**src/rtl/nsum_pkg.sv**
```systemverilog
`default_nettype none
// ============================================================================
// Module   : nsum_pkg
// Brief    : Types and constants shared by the N-sum front end and N-sum stage.
// Revision : 1.0 - initial release
// ============================================================================
package nsum_pkg;

  typedef enum logic [1:0] {
    HUNT    = 2'd0,
    PAYLOAD = 2'd1,
    PARITY  = 2'd2
  } frame_state_t;

  localparam int          N_W          = 3;
  localparam int          SUM_W        = 4;
  localparam logic [3:0]  SYNC_DEFAULT = 4'b1011;

  // True when the bits (payload plus parity bit, zero-extended) hold an even count of ones.
  function automatic logic even_parity_ok(input logic [31:0] bits);
    return ~^bits;
  endfunction

endpackage
`default_nettype wire

```
**src/rtl/sync_matcher.sv**
```systemverilog
`default_nettype none
// ============================================================================
// Module   : sync_matcher
// Brief    : Sync-word history shift register, saturating fill count and compare.
// Revision : 1.0 - initial release
// ============================================================================
module sync_matcher #(
  parameter int                  SYNC_LEN     = 4,
  parameter logic [SYNC_LEN-1:0] SYNC_PATTERN = SYNC_LEN'(4'b1011)
) (
  input  logic clk,
  input  logic reset,
  input  logic bit_in,
  input  logic shift_en,
  input  logic clear,
  output logic match
);

  localparam int c_cnt_w = $clog2(SYNC_LEN + 1);

  logic [SYNC_LEN-1:0] r_hist;
  logic [c_cnt_w-1:0]  r_cnt;
  logic [SYNC_LEN-1:0] w_hist_nxt;
  logic [c_cnt_w-1:0]  w_cnt_nxt;

  assign w_hist_nxt = (r_hist << 1) | SYNC_LEN'(bit_in);
  assign w_cnt_nxt  = (r_cnt == c_cnt_w'(SYNC_LEN)) ? r_cnt : r_cnt + 1'b1;

  // Only a fully populated history may match, so a partial fill never aliases the pattern.
  assign match = shift_en && (w_hist_nxt == SYNC_PATTERN) && (w_cnt_nxt == c_cnt_w'(SYNC_LEN));

  always_ff @(posedge clk or negedge reset) begin
    if (!reset) begin
      r_hist <= '0;
      r_cnt  <= '0;
    end else if (clear) begin
      r_hist <= '0;
      r_cnt  <= '0;
    end else if (shift_en) begin
      r_hist <= w_hist_nxt;
      r_cnt  <= w_cnt_nxt;
    end
  end

endmodule
`default_nettype wire

```
**src/rtl/nsum_frame_rx.sv**
```systemverilog
`default_nettype none
// ============================================================================
// Module   : nsum_frame_rx
// Brief    : Sync-word hunter and MSB-first payload deserialiser feeding N/N_valid.
//            Optional trailing even-parity bit when NSUM_FRAME_PARITY_EN is defined.
// Revision : 1.0 - initial release
// ============================================================================
module nsum_frame_rx #(
  parameter int                  SYNC_LEN     = 4,
  parameter logic [SYNC_LEN-1:0] SYNC_PATTERN = SYNC_LEN'(nsum_pkg::SYNC_DEFAULT),
  parameter int                  N_W          = nsum_pkg::N_W
) (
  input  logic           clk,
  input  logic           reset,
  input  logic           din,
  input  logic           din_valid,
  output logic [N_W-1:0] N,
  output logic           N_valid,
  output logic           sync_det,
  output logic           parity_err
);

  import nsum_pkg::*;

  localparam int         c_bc_w       = (N_W > 1) ? $clog2(N_W) + 1 : 1;
  localparam logic [1:0] c_st_hunt    = HUNT;
  localparam logic [1:0] c_st_payload = PAYLOAD;
`ifdef NSUM_FRAME_PARITY_EN
  localparam logic [1:0] c_st_parity  = PARITY;
`endif

  logic [1:0]        r_state;
  logic [c_bc_w-1:0] r_bit_cnt;
  logic [N_W-1:0]    r_payload;
  logic [N_W-1:0]    r_n;
  logic              r_n_valid;
  logic              r_sync_det;
  logic              w_match;
  logic              w_shift;
  logic              w_last_bit;
  logic [N_W-1:0]    w_payload_nxt;

  assign w_shift       = din_valid && (r_state == c_st_hunt);
  assign w_last_bit    = (r_bit_cnt == c_bc_w'(N_W - 1));
  assign w_payload_nxt = (r_payload << 1) | N_W'(din);

  // A match also wipes the history so sync bits are never reused after a frame.
  sync_matcher #(
    .SYNC_LEN     (SYNC_LEN),
    .SYNC_PATTERN (SYNC_PATTERN)
  ) u_sync_matcher (
    .clk      (clk),
    .reset    (reset),
    .bit_in   (din),
    .shift_en (w_shift),
    .clear    (w_match),
    .match    (w_match)
  );

`ifdef NSUM_FRAME_PARITY_EN
  logic r_parity_err;
  assign parity_err = r_parity_err;
`else
  assign parity_err = 1'b0;
`endif

  always_ff @(posedge clk or negedge reset) begin
    if (!reset) begin
      r_state    <= c_st_hunt;
      r_bit_cnt  <= '0;
      r_payload  <= '0;
      r_n        <= '0;
      r_n_valid  <= 1'b0;
      r_sync_det <= 1'b0;
`ifdef NSUM_FRAME_PARITY_EN
      r_parity_err <= 1'b0;
`endif
    end else begin
      r_n_valid  <= 1'b0;
      r_sync_det <= 1'b0;
`ifdef NSUM_FRAME_PARITY_EN
      r_parity_err <= 1'b0;
`endif
      if (din_valid) begin
        case (r_state)
          c_st_hunt: begin
            if (w_match) begin
              r_state    <= c_st_payload;
              r_bit_cnt  <= '0;
              r_payload  <= '0;
              r_sync_det <= 1'b1;
            end
          end
          c_st_payload: begin
            r_payload <= w_payload_nxt;
            r_bit_cnt <= r_bit_cnt + 1'b1;
            if (w_last_bit) begin
`ifdef NSUM_FRAME_PARITY_EN
              r_state <= c_st_parity;
`else
              r_n       <= w_payload_nxt;
              r_n_valid <= 1'b1;
              r_state   <= c_st_hunt;
`endif
            end
          end
`ifdef NSUM_FRAME_PARITY_EN
          c_st_parity: begin
            if (even_parity_ok(32'({r_payload, din}))) begin
              r_n       <= r_payload;
              r_n_valid <= 1'b1;
            end else begin
              r_parity_err <= 1'b1;
            end
            r_state <= c_st_hunt;
          end
`endif
          default: r_state <= c_st_hunt;
        endcase
      end
    end
  end

  assign N        = r_n;
  assign N_valid  = r_n_valid;
  assign sync_det = r_sync_det;

endmodule
`default_nettype wire

```
**config.mk**
```make
export PLATFORM = sky130hd
export DESIGN_NAME = nsum_frame_rx
export DESIGN_NICKNAME = d
export VERILOG_FILES = /design/src/rtl/nsum_pkg.sv /design/src/rtl/sync_matcher.sv /design/src/rtl/nsum_frame_rx.sv
export SDC_FILE = /design/constraint.sdc
export NUM_CORES = 1
export LEC_CHECK = 0
export CORE_ASPECT_RATIO = 1.2
export CORE_MARGIN = 10
export CORE_UTILIZATION = 40
export CTS_BUF_LIST = sky130_fd_sc_hd__clkbuf_4 sky130_fd_sc_hd__clkbuf_8
export DETAILED_ROUTE_END_ITERATION = 16
export GPL_TIMING_DRIVEN = 0
export PLACE_DENSITY = 0.56
export SYNTH_ARGS = -nofsm -noshare
export SYNTH_HDL_FRONTEND = slang
export SYNTH_SLANG_ARGS = --single-unit
```
**constraint.sdc**
```tcl
create_clock -name clk -period 1.95 [get_ports clk]
set_input_delay 0.585 -clock clk [delete_from_list [all_inputs] [get_ports clk]]
set_output_delay 0.585 -clock clk [all_outputs]
set_load 0.01 [all_outputs]
```
# Word-level counts from Yosys, hierarchy flattened
# Cells that the tools add are included.
# W data, S select, Z words.
totals:
  register_bits: 18
  inputBits: 4
  output_inout_bits: 6
  word_cells: 45
op_classes:
  n_addsub: 2
  n_eq_ne: 7
  n_mux: 17
  bitwise_logic: 2
  n_reduce_logical: 9
ops:
  columns: ["cell", "n"]
  rows:
  - ["$mux W3", 6]
  - ["$reduce_and A3 Y1", 3]
  - ["$pmux W2 S2", 2]
  - ["$add A3 B1 Y3 const B", 2]
  - ["$eq A3 B3 Y1 const B", 2]
  - ["$mux W1", 6]
  - ["$pmux W3 S2", 1]
  - ["$eq A4 B4 Y1 const B", 1]
  - ["$mux W2", 2]
  - ["$or A4 B1 Y4", 1]
  - ["$reduce_bool A2 Y1", 2]
  - ["$eq A3 B2 Y1 const B", 1]
  - ["$logic_and A1 B1 Y1", 3]
  - ["$or A3 B1 Y3", 1]
  - ["$eq A2 B1 Y1 const B", 1]
  - ["$logic_not A2 Y1", 1]
  - ["$ne A2 B1 Y1 const B", 1]
  - ["$ne A2 B2 Y1 const B", 1]

# Logic depth before layout (Yosys ltp)
depth:
  depth_word: 7
  depth_mapped: 5

# Cells and area by module
# Synthesis repeated with hierarchy kept, for this count alone.
unflattened:
  hier_cells: 70
  area_unflattened_um2: 853.3
by_module_without_submodules:
  columns: ["module", "instances", "cells_per_inst", "area_per_inst_um2", "seq_area_each_um2"]
  rows:
  - ["nsum_frame_rx", 1, 38, 515.5, 275.3]
  - ["sync_matcher", 1, 32, 337.8, 150.1]

# Worst setup path after synthesis
# No wires, ideal clock.
synth_path:
  path_kind: "register -> register"
  start: "reg u_sync_matcher.r_cnt[0]"
  end: "reg r_bit_cnt[1]"
  arrival_ns: 1.449
  slack_ns: 0.354
  stages_incl_launch_ff: 6
  n_path_buf: 0
  synth_period_minus_slack_ns: 1.596
  cell_sequence: "dfrtp_1 inv_1 ha_1 a21bo_2 a2111oi_4 a22oi_1"
synth_via:
  elab_chain_len: 6
  elab_cells_between_ends: 7
synth_rtl:
  columns: ["item", "line_no", "text"]
  rows:
  - ["from (decl)", "sync_matcher.sv:22", "logic [c_cnt_w-1:0] r_cnt;"]
  - ["from (signal assigned)", "sync_matcher.sv:41", "r_cnt <= w_cnt_nxt;"]
  - ["$add A3 B1 Y3 / $eq A3 B3 Y1 (equally long branches)", "sync_matcher.sv:27", "assign w_cnt_nxt = (r_cnt == c_cnt_w'(SYNC_LEN)) ? r_cnt : r_cnt + 1'b1;"]
  - ["$mux W3 *", "sync_matcher.sv:27", null]
  - ["$eq A3 B3 Y1 *", "sync_matcher.sv:30", "assign match = shift_en && (w_hist_nxt == SYNC_PATTERN) && (w_cnt_nxt == c_cnt_w'(SYNC_LEN));"]
  - ["$logic_and A1 B1 Y1 *", "sync_matcher.sv:30", null]
  - ["$ne A2 B1 Y1 (no source line) *", null, null]
  - ["$reduce_and A3 Y1 (no source line) *", null, null]
  - ["to (signal assigned)", "nsum_frame_rx.sv:96", "r_bit_cnt <= r_bit_cnt + 1'b1;"]
  - ["to (decl)", "nsum_frame_rx.sv:33", "logic [c_bc_w-1:0] r_bit_cnt;"]
# Mark *: on every way between the ends. The rest lies on a longest branch, timed or not.
# A chain may end at the register's enable or synchronous reset.

# Final worst setup path
# Ends and elaborated chain as after synthesis.

==> impl_metrics.json <==
{
  "final_nets": 96,
  "fin_ws_ns": 0.143,
  "die_h_um": 70.9,
  "synth_area_um2": 863,
  "reg2reg_from": "u_sync_matcher.r_cnt[0]",
  "slew_violations": 0,
  "tightestPinTransition_ns": 0.802,
  "fmax_mhz": 554,
  "ys_async_sr_fraction": 1.00,
  "ff2ff_setup_slack_ns": 0.14,
  "grt_overflow": 0,
  "fin_cells": 117,
  "slew-limit-headroom": 0.464,
  "startpoint": "u_sync_matcher.r_cnt[0]",
  "finalWirelength_um": 1600,
  "skew_ns": 0.000633,
  "die_w_um": 62.4,
  "fp.dieArea_um2": 4420,
  "rows": 18,
  "grt_pass1_wl_um": 2840,
  "clk_pin_slew_worst_paths_ns": 0.10,
  "grt_use_total": 0.0778,
  "synthCells": 74,
  "crit_fanout": 7,
  "finalCritPeriodShare": 0.926,
  "tritoncts": "yes",
  "cp_data_required_time_ns": 2.10,
  "antenna_found_initial": 0,
  "hold_buffers": 0,
  "outcome": "finished, final reports clean",
  "p_leak_nw": 0.486,
  "placed_area_um2": 981,
  "ios": 10,
  "max-cap-violations": 0,
  "timing.critical_path.to_type": "flop",
  "port_buffers": 8,
  "setup_violations": 0,
  "grt_max_degree": 18,
  "numPlacedInstances": 112,
  "crit_arrival_ns": 1.96,
  "htreeDepth": 1,
  "synth-edff-count": 0,
  "cp-start-kind": "flop",
  "cts_made_buffers": 3,
  "via_count": 577,
  "p_per_area_nw_per_um2": 1350,
  "avgSynthCellArea_um2": 11.7,
  "power_w": 0.00137,
  "avgRoutedWirePerCell_um": 13.7,
  "critPathCapture": "r_bit_cnt[1]",
  "area_growth_pct": 17.7,
  "hpwl_um": 1170,
  "synth_ff_type": "dfrtp_1",
  "rsz0062_at_grt": "no",
  "ir_drop_v": 0.000606,
  "final_layout_size_suffix_gt1_frac": 0.126,
  "drc_errors": 0,
  "min_period_ns": 1.81,
  "place.gp.congestion": 0.707,
  "dr.pass1.iters": 2,
  "whs_path_depth": 1,
  "hold_violations": 0,
  "cts_buffer_depth": 2,
  "clock-root-buffer": "clkbuf_4",
  "critical_path_class": "flop to flop",
  "first_iter_violations": 4,
  "yosysUniqueCellTypes": 32,
  "dp_slack_ns": -0.120,
  "start_util": 0.421,
  "grt_pass1_vias": 611,
  "core_region_area_um2": 2050,
  "diodes": 0,
  "synthesis.nets": 82,
  "final_design_area_no_fill_um2": 1020,
  "clock-sinks": 17,
  "r2r_end": "r_bit_cnt[1]",
  "r2r_cells": 5,
  "whs_ns": 0.502,
  "insertion_delay_ns": 0.29,
  "drt.antenna.violating_nets": 0,
  "yosysSeqAreaShare": 0.493,
  "routed_via_density": 4.93,
  "ys_warn_count": 0,
  "ys_ff_latch": 17,
  "min_path_type": "flop to flop"
}
==> worst min path at each step <==
stage                       from    to  slack, ns
finish              r_payload[1]  N[2]       0.50
detailed placement  r_payload[1]  N[2]       0.48
global placement            N[2]  N[2]       0.48
global route                N[1]  N[1]       0.54
CTS                 r_payload[1]  N[2]       0.51
floorplan                  reset  N[0]       0.29
==> synth_stat cells (2+ instances only) <==
library cell | number | area (um^2)
nor2_1 | 3 | 11.3
inv_1 | 5 | 18.8
nand2_1 | 4 | 15.0
mux2i_1 | 4 | 40.0
xnor2_1 | 2 | 17.5
and2_1 | 2 | 12.5
ha_1 | 4 | 50.1
nand2b_1 | 2 | 12.5
mux2_1 | 3 | 33.8
o21ai_1 | 2 | 10.0
dfrtp_1 | 17 | 425
a31oi_1 | 2 | 12.5
a21oi_1 | 5 | 25.0
==> state kept, by name, summed over array words and instances (netlist names) <==
signal                 count
N                          3
N_valid                    1
r_bit_cnt                  3
r_payload                  2
r_state                    1
sync_det                   1
u_sync_matcher.r_cnt       3
u_sync_matcher.r_hist      3
==> layout make-up <==
class                           instances  area (um^2)
Clock buffer                            3         22.5
Multi-Input combinational cell         50          407
Clock inverter                          1         5.00
Buffer                                  2         12.5
Timing Repair Buffer                    9         87.6
Fill cell                             193         1030
Tap cell                               30         37.5
Sequential cell                        17          425
Inverter                                5         18.8
==> placed cells by master (no fill, tap or decap) <==
master | synthesis | layout
clkinv_2 | 0 | 1
clkdlybuf4s50_1 | 0 | 8
conb_1 | 1 | 1
a2111oi_0 | 1 | 1
nand4b_1 | 1 | 1
nand2_1 | 4 | 4
dfrtp_1 | 17 | 17
a21bo_2 | 1 | 1
mux2i_1 | 4 | 4
or2_0 | 1 | 1
xnor2_1 | 2 | 2
buf_2 | 1 | 1
inv_1 | 5 | 5
buf_4 | 1 | 2
nand3_1 | 1 | 1
a2111oi_4 | 1 | 1
a22o_1 | 1 | 1
nor2b_1 | 1 | 1
clkbuf_4 | 0 | 3
and3b_1 | 1 | 1
a22oi_1 | 1 | 1
a21oi_1 | 5 | 5
xor2_1 | 1 | 1
mux2_1 | 3 | 3
and3_1 | 1 | 1
and2_1 | 2 | 2
nor2_1 | 3 | 3
nand2b_1 | 2 | 2
o21ai_1 | 2 | 2
nor4b_4 | 1 | 1
o21a_1 | 1 | 1
a31oi_1 | 2 | 2
ha_1 | 4 | 4
a211oi_1 | 1 | 1
nand3b_2 | 1 | 1
==> routing by layer <==
metal / part of all wire / global-route usage / vias to the layer above
li1: - / - / 285
met1: 0.47 / 0.0884 / 287
met2: 0.50 / 0.134 / 3
met3: 0.018 / 0.0142 / 2
met4: 0.012 / 0.0448 / 0
met5: 0 / 0 / -
==> power by group <==
group	internal, W	switching, W	total [W]	leakage, nW
clock network	0.0000762	0.000111	0.000187	0.0177
logic	0.000279	0.000309	0.000589	0.254
registers	0.000492	0.000104	0.000595	0.215
total	0.000847	0.000524	0.00137	0.486
==> critical path, cell delays in order, from the launching register on <==
cell and delay (ns):
dfrtp_1 0.41, inv_1 0.10, ha_1 0.22, and3b_1 0.25, nor4b_4 0.52, a22oi_1 0.16
==> logic make-up (layout without fill, tap and decap cells) <==
kind of cell,count (synthesis),after routing,synth area share
fa+ha+maj,4,4,0.0580
simple gates,19,19,0.148
buf+inv,7,20,0.0362
compound gates,16,16,0.145
xor+xnor,3,3,0.0304
other cells,1,1,0.00434
mux,7,7,0.0855
flops,17,17,0.493
==> what timing repair did <==
| action | in CTS | in global routing |
|---|---|---|
| endpoints found under the hold margin | 0 | 0 |
| setup endpoints to repair | 0 | 1 |
| resized for setup | 0 | 0 |
| setup buffers | 0 | 1 |
==> stage by stage <==
| step | utilization | TNS [ns] |
|---|---|---|
| floorplan | - | 0 |
| global placement | 0.479 | -0.269 |
| detailed placement | 0.479 | -0.547 |
| CTS | 0.492 | 0 |
| global route | 0.496 | 0 |
| finish | 0.496 | 0 |
(Power assumes the default switching activity.)
==> RTL change (config.mk and constraints unchanged) <==
Add a define of `NSUM_FRAME_PARITY_EN`.
--- a/src/rtl/nsum_frame_rx.sv
+++ b/src/rtl/nsum_frame_rx.sv
@@ -6,4 +6,6 @@
 // Revision : 1.0 - initial release
 // ============================================================================
+`define NSUM_FRAME_PARITY_EN
+
 module nsum_frame_rx #(
   parameter int                  SYNC_LEN     = 4,
Behaviour: not the same (a bounded check fails within 10 cycles, from zero or initial values and one cycle with reset low).
==> RTL change against the unedited design <==
  * Synthesized area is 14% higher
  * Cell area is 17% higher
  * Sequential power is 16% higher
  * Routed wire length is 16% higher
  * Worst hold slack better by 0.00073 ns
  * Sequential cell count is 3 higher
  * Total power is 22% higher
  * Fmax is 1.7% lower
  * Setup slack worse by 0.032 ns
  * Critical path type unchanged
  * Critical endpoint unchanged
  * Largest cell class unchanged
  * Largest power group unchanged
==> RTL change: results (changes against the unedited design) <==
INFO  status         run_status=finished clean
INFO  synthesis      netlist_top_cells_area=sky130_fd_sc_hd__dfrtp_1, sky130_fd_sc_hd__nand2_1, sky130_fd_sc_hd__ha_1, sky130_fd_sc_hd__xnor2_1, sky130_fd_sc_hd__mux2_2
INFO  grt            grt_pass1_vias=747 [+22%]
INFO  timing         fin_worst_skew=0.00841ns [+0.00778 ns]
INFO  grt            grtUsageMet1=0.0883 [-0.000136]
INFO  placement      dp_hpwl=1310um [+12%]
INFO  worst_hold_path timing.hold.worst_path_depth=2 [+1]
INFO  drt            drt-total-wl=1860um [+16%]
INFO  grt            met2_resource_use_gr=0.143 [+0.00976]
INFO  drt            detail_route.vias_per_cell=5.04 [+2.3%]
INFO  setup_path     worst_r2r_path_depth=7 [+2]
INFO  placement      place.gp.congestion=0.699 [-1.0%]
INFO  setup_path     timing.critical_path.arrival=2.02ns [+0.06 ns]
INFO  grt            track_usage=0.0835 [+0.00567]
INFO  placement      place_ws=-0.308ns [-0.187 ns]
INFO  pwr            vdd_drop_max=829uV [+37%]
INFO  grt            groute.layer.met3.usage=0.0345 [+0.0204]
INFO  synthesis      synth.net_count=102 [+24%]
INFO  grt            grt_first_pass_wirelength=3250um [+15%]
INFO  clock_network  cts.clk_slew.worst_paths=0.12ns [+0.02 ns]
INFO  synthesis      synth.cells.most_frequent=sky130_fd_sc_hd__dfrtp_1, sky130_fd_sc_hd__nand2_1, sky130_fd_sc_hd__inv_1
INFO  cells_and_area nets=117 [+22%]
INFO  placement      place_inst=134 [+20%]
INFO  pwr            static-leakage-power=0.562nW [+16%]
INFO  placement      place.port_buffers=9 [+1]
INFO  drt            drt_iter0_drc=26 [+22]
INFO  timing         relSlewSlack=0.397 [-0.0667]
INFO  placement      dpl-instance-area=1120um2 [+14%]
INFO  drt            post_drt_wl_per_cell=13.3um [-2.3%]
INFO  synthesis      synth_cells=94 [+27%]
INFO  cells_and_area fraction_of_final_layout_cells_sized_beyond_drive_strength_1=0.130 [+0.00319]
[RTL change: what timing repair did]
action,CTS,global route
setup buffers,0,1
setup endpoints to repair,0,10
resized for setup,0,3
hold buffers,0,0
hold endpoints to repair,0,0
[RTL change: routing by layer]
layer  vias up  wire [um]
met5         -          0
li1        347          -
met4         0         10
met2         7        946
met1       345        801
met3         2         97
[RTL change: kinds of logic (layout without fill, tap and decap cells)]
kind of cell | after synthesis | count (layout) | share of synthesized area
buffers and inverters | 11 | 25 | 0.0570
adder cells (fa/ha/maj) | 4 | 4 | 0.0506
AO/OA/AOI/OAI | 17 | 17 | 0.115
XOR/XNOR | 4 | 4 | 0.0354
flip-flops | 20 | 20 | 0.506
AND/OR/NAND/NOR | 33 | 33 | 0.181
multiplexers | 5 | 5 | 0.0544
[RTL change: final cells by class]
type	count	area (um2)
buffer	4	30.0
clock buffer	3	22.5
clock inverter	1	30.0
fill	246	1140
inverter	7	26.3
multi-input combinational	63	438
sequential	20	500
tap	31	38.8
timing repair buffer	10	103
[RTL change: stage by stage]
stage	hold WS [ns]	utilization	setup TNS, ns	total power [mW]
final	0.502	0.510	0	1.67
after global routing	0.523	0.510	-0.0512	1.81
after CTS	0.505	0.502	0	1.65
after detailed placement	0.475	0.480	-3.28	1.31
after global placement	0.469	0.480	-3.19	1.29
after floorplan	0.289	-	0	1.14
[RTL change: worst paths after layout]
check	slack [ns]	from	end
max in group asynchronous	0.62	reset	sync_det
setup reg to reg	0.11	u_sync_matcher.r_cnt[0]	r_bit_cnt[1]
hold reg to reg	0.50	u_sync_matcher.r_hist[2]	u_sync_matcher.r_hist[2]
setup / recovery	0.11	u_sync_matcher.r_cnt[0]	r_bit_cnt[1]
min in group asynchronous	0.77	reset	u_sync_matcher.r_cnt[2]
hold / removal	0.50	u_sync_matcher.r_hist[2]	u_sync_matcher.r_hist[2]
[RTL change: where the power goes]
| part | switching [mW] | total, mW | internal (mW) |
|---|---|---|---|
| Combinational | 0.315 | 0.635 | 0.320 |
| Clock | 0.130 | 0.338 | 0.208 |
| Sequential | 0.130 | 0.693 | 0.563 |
| Total | 0.576 | 1.67 | 1.09 |
[RTL change: worst max-delay path: stages (launching register included)]
cell and delay (ns):
sky130_fd_sc_hd__dfrtp_1 0.39, sky130_fd_sc_hd__inv_1 0.09, sky130_fd_sc_hd__ha_1 0.26, sky130_fd_sc_hd__or3b_1 0.38, sky130_fd_sc_hd__a31oi_2 0.20, sky130_fd_sc_hd__and3_1 0.19, sky130_fd_sc_hd__buf_6 0.13, sky130_fd_sc_hd__o22ai_1 0.06
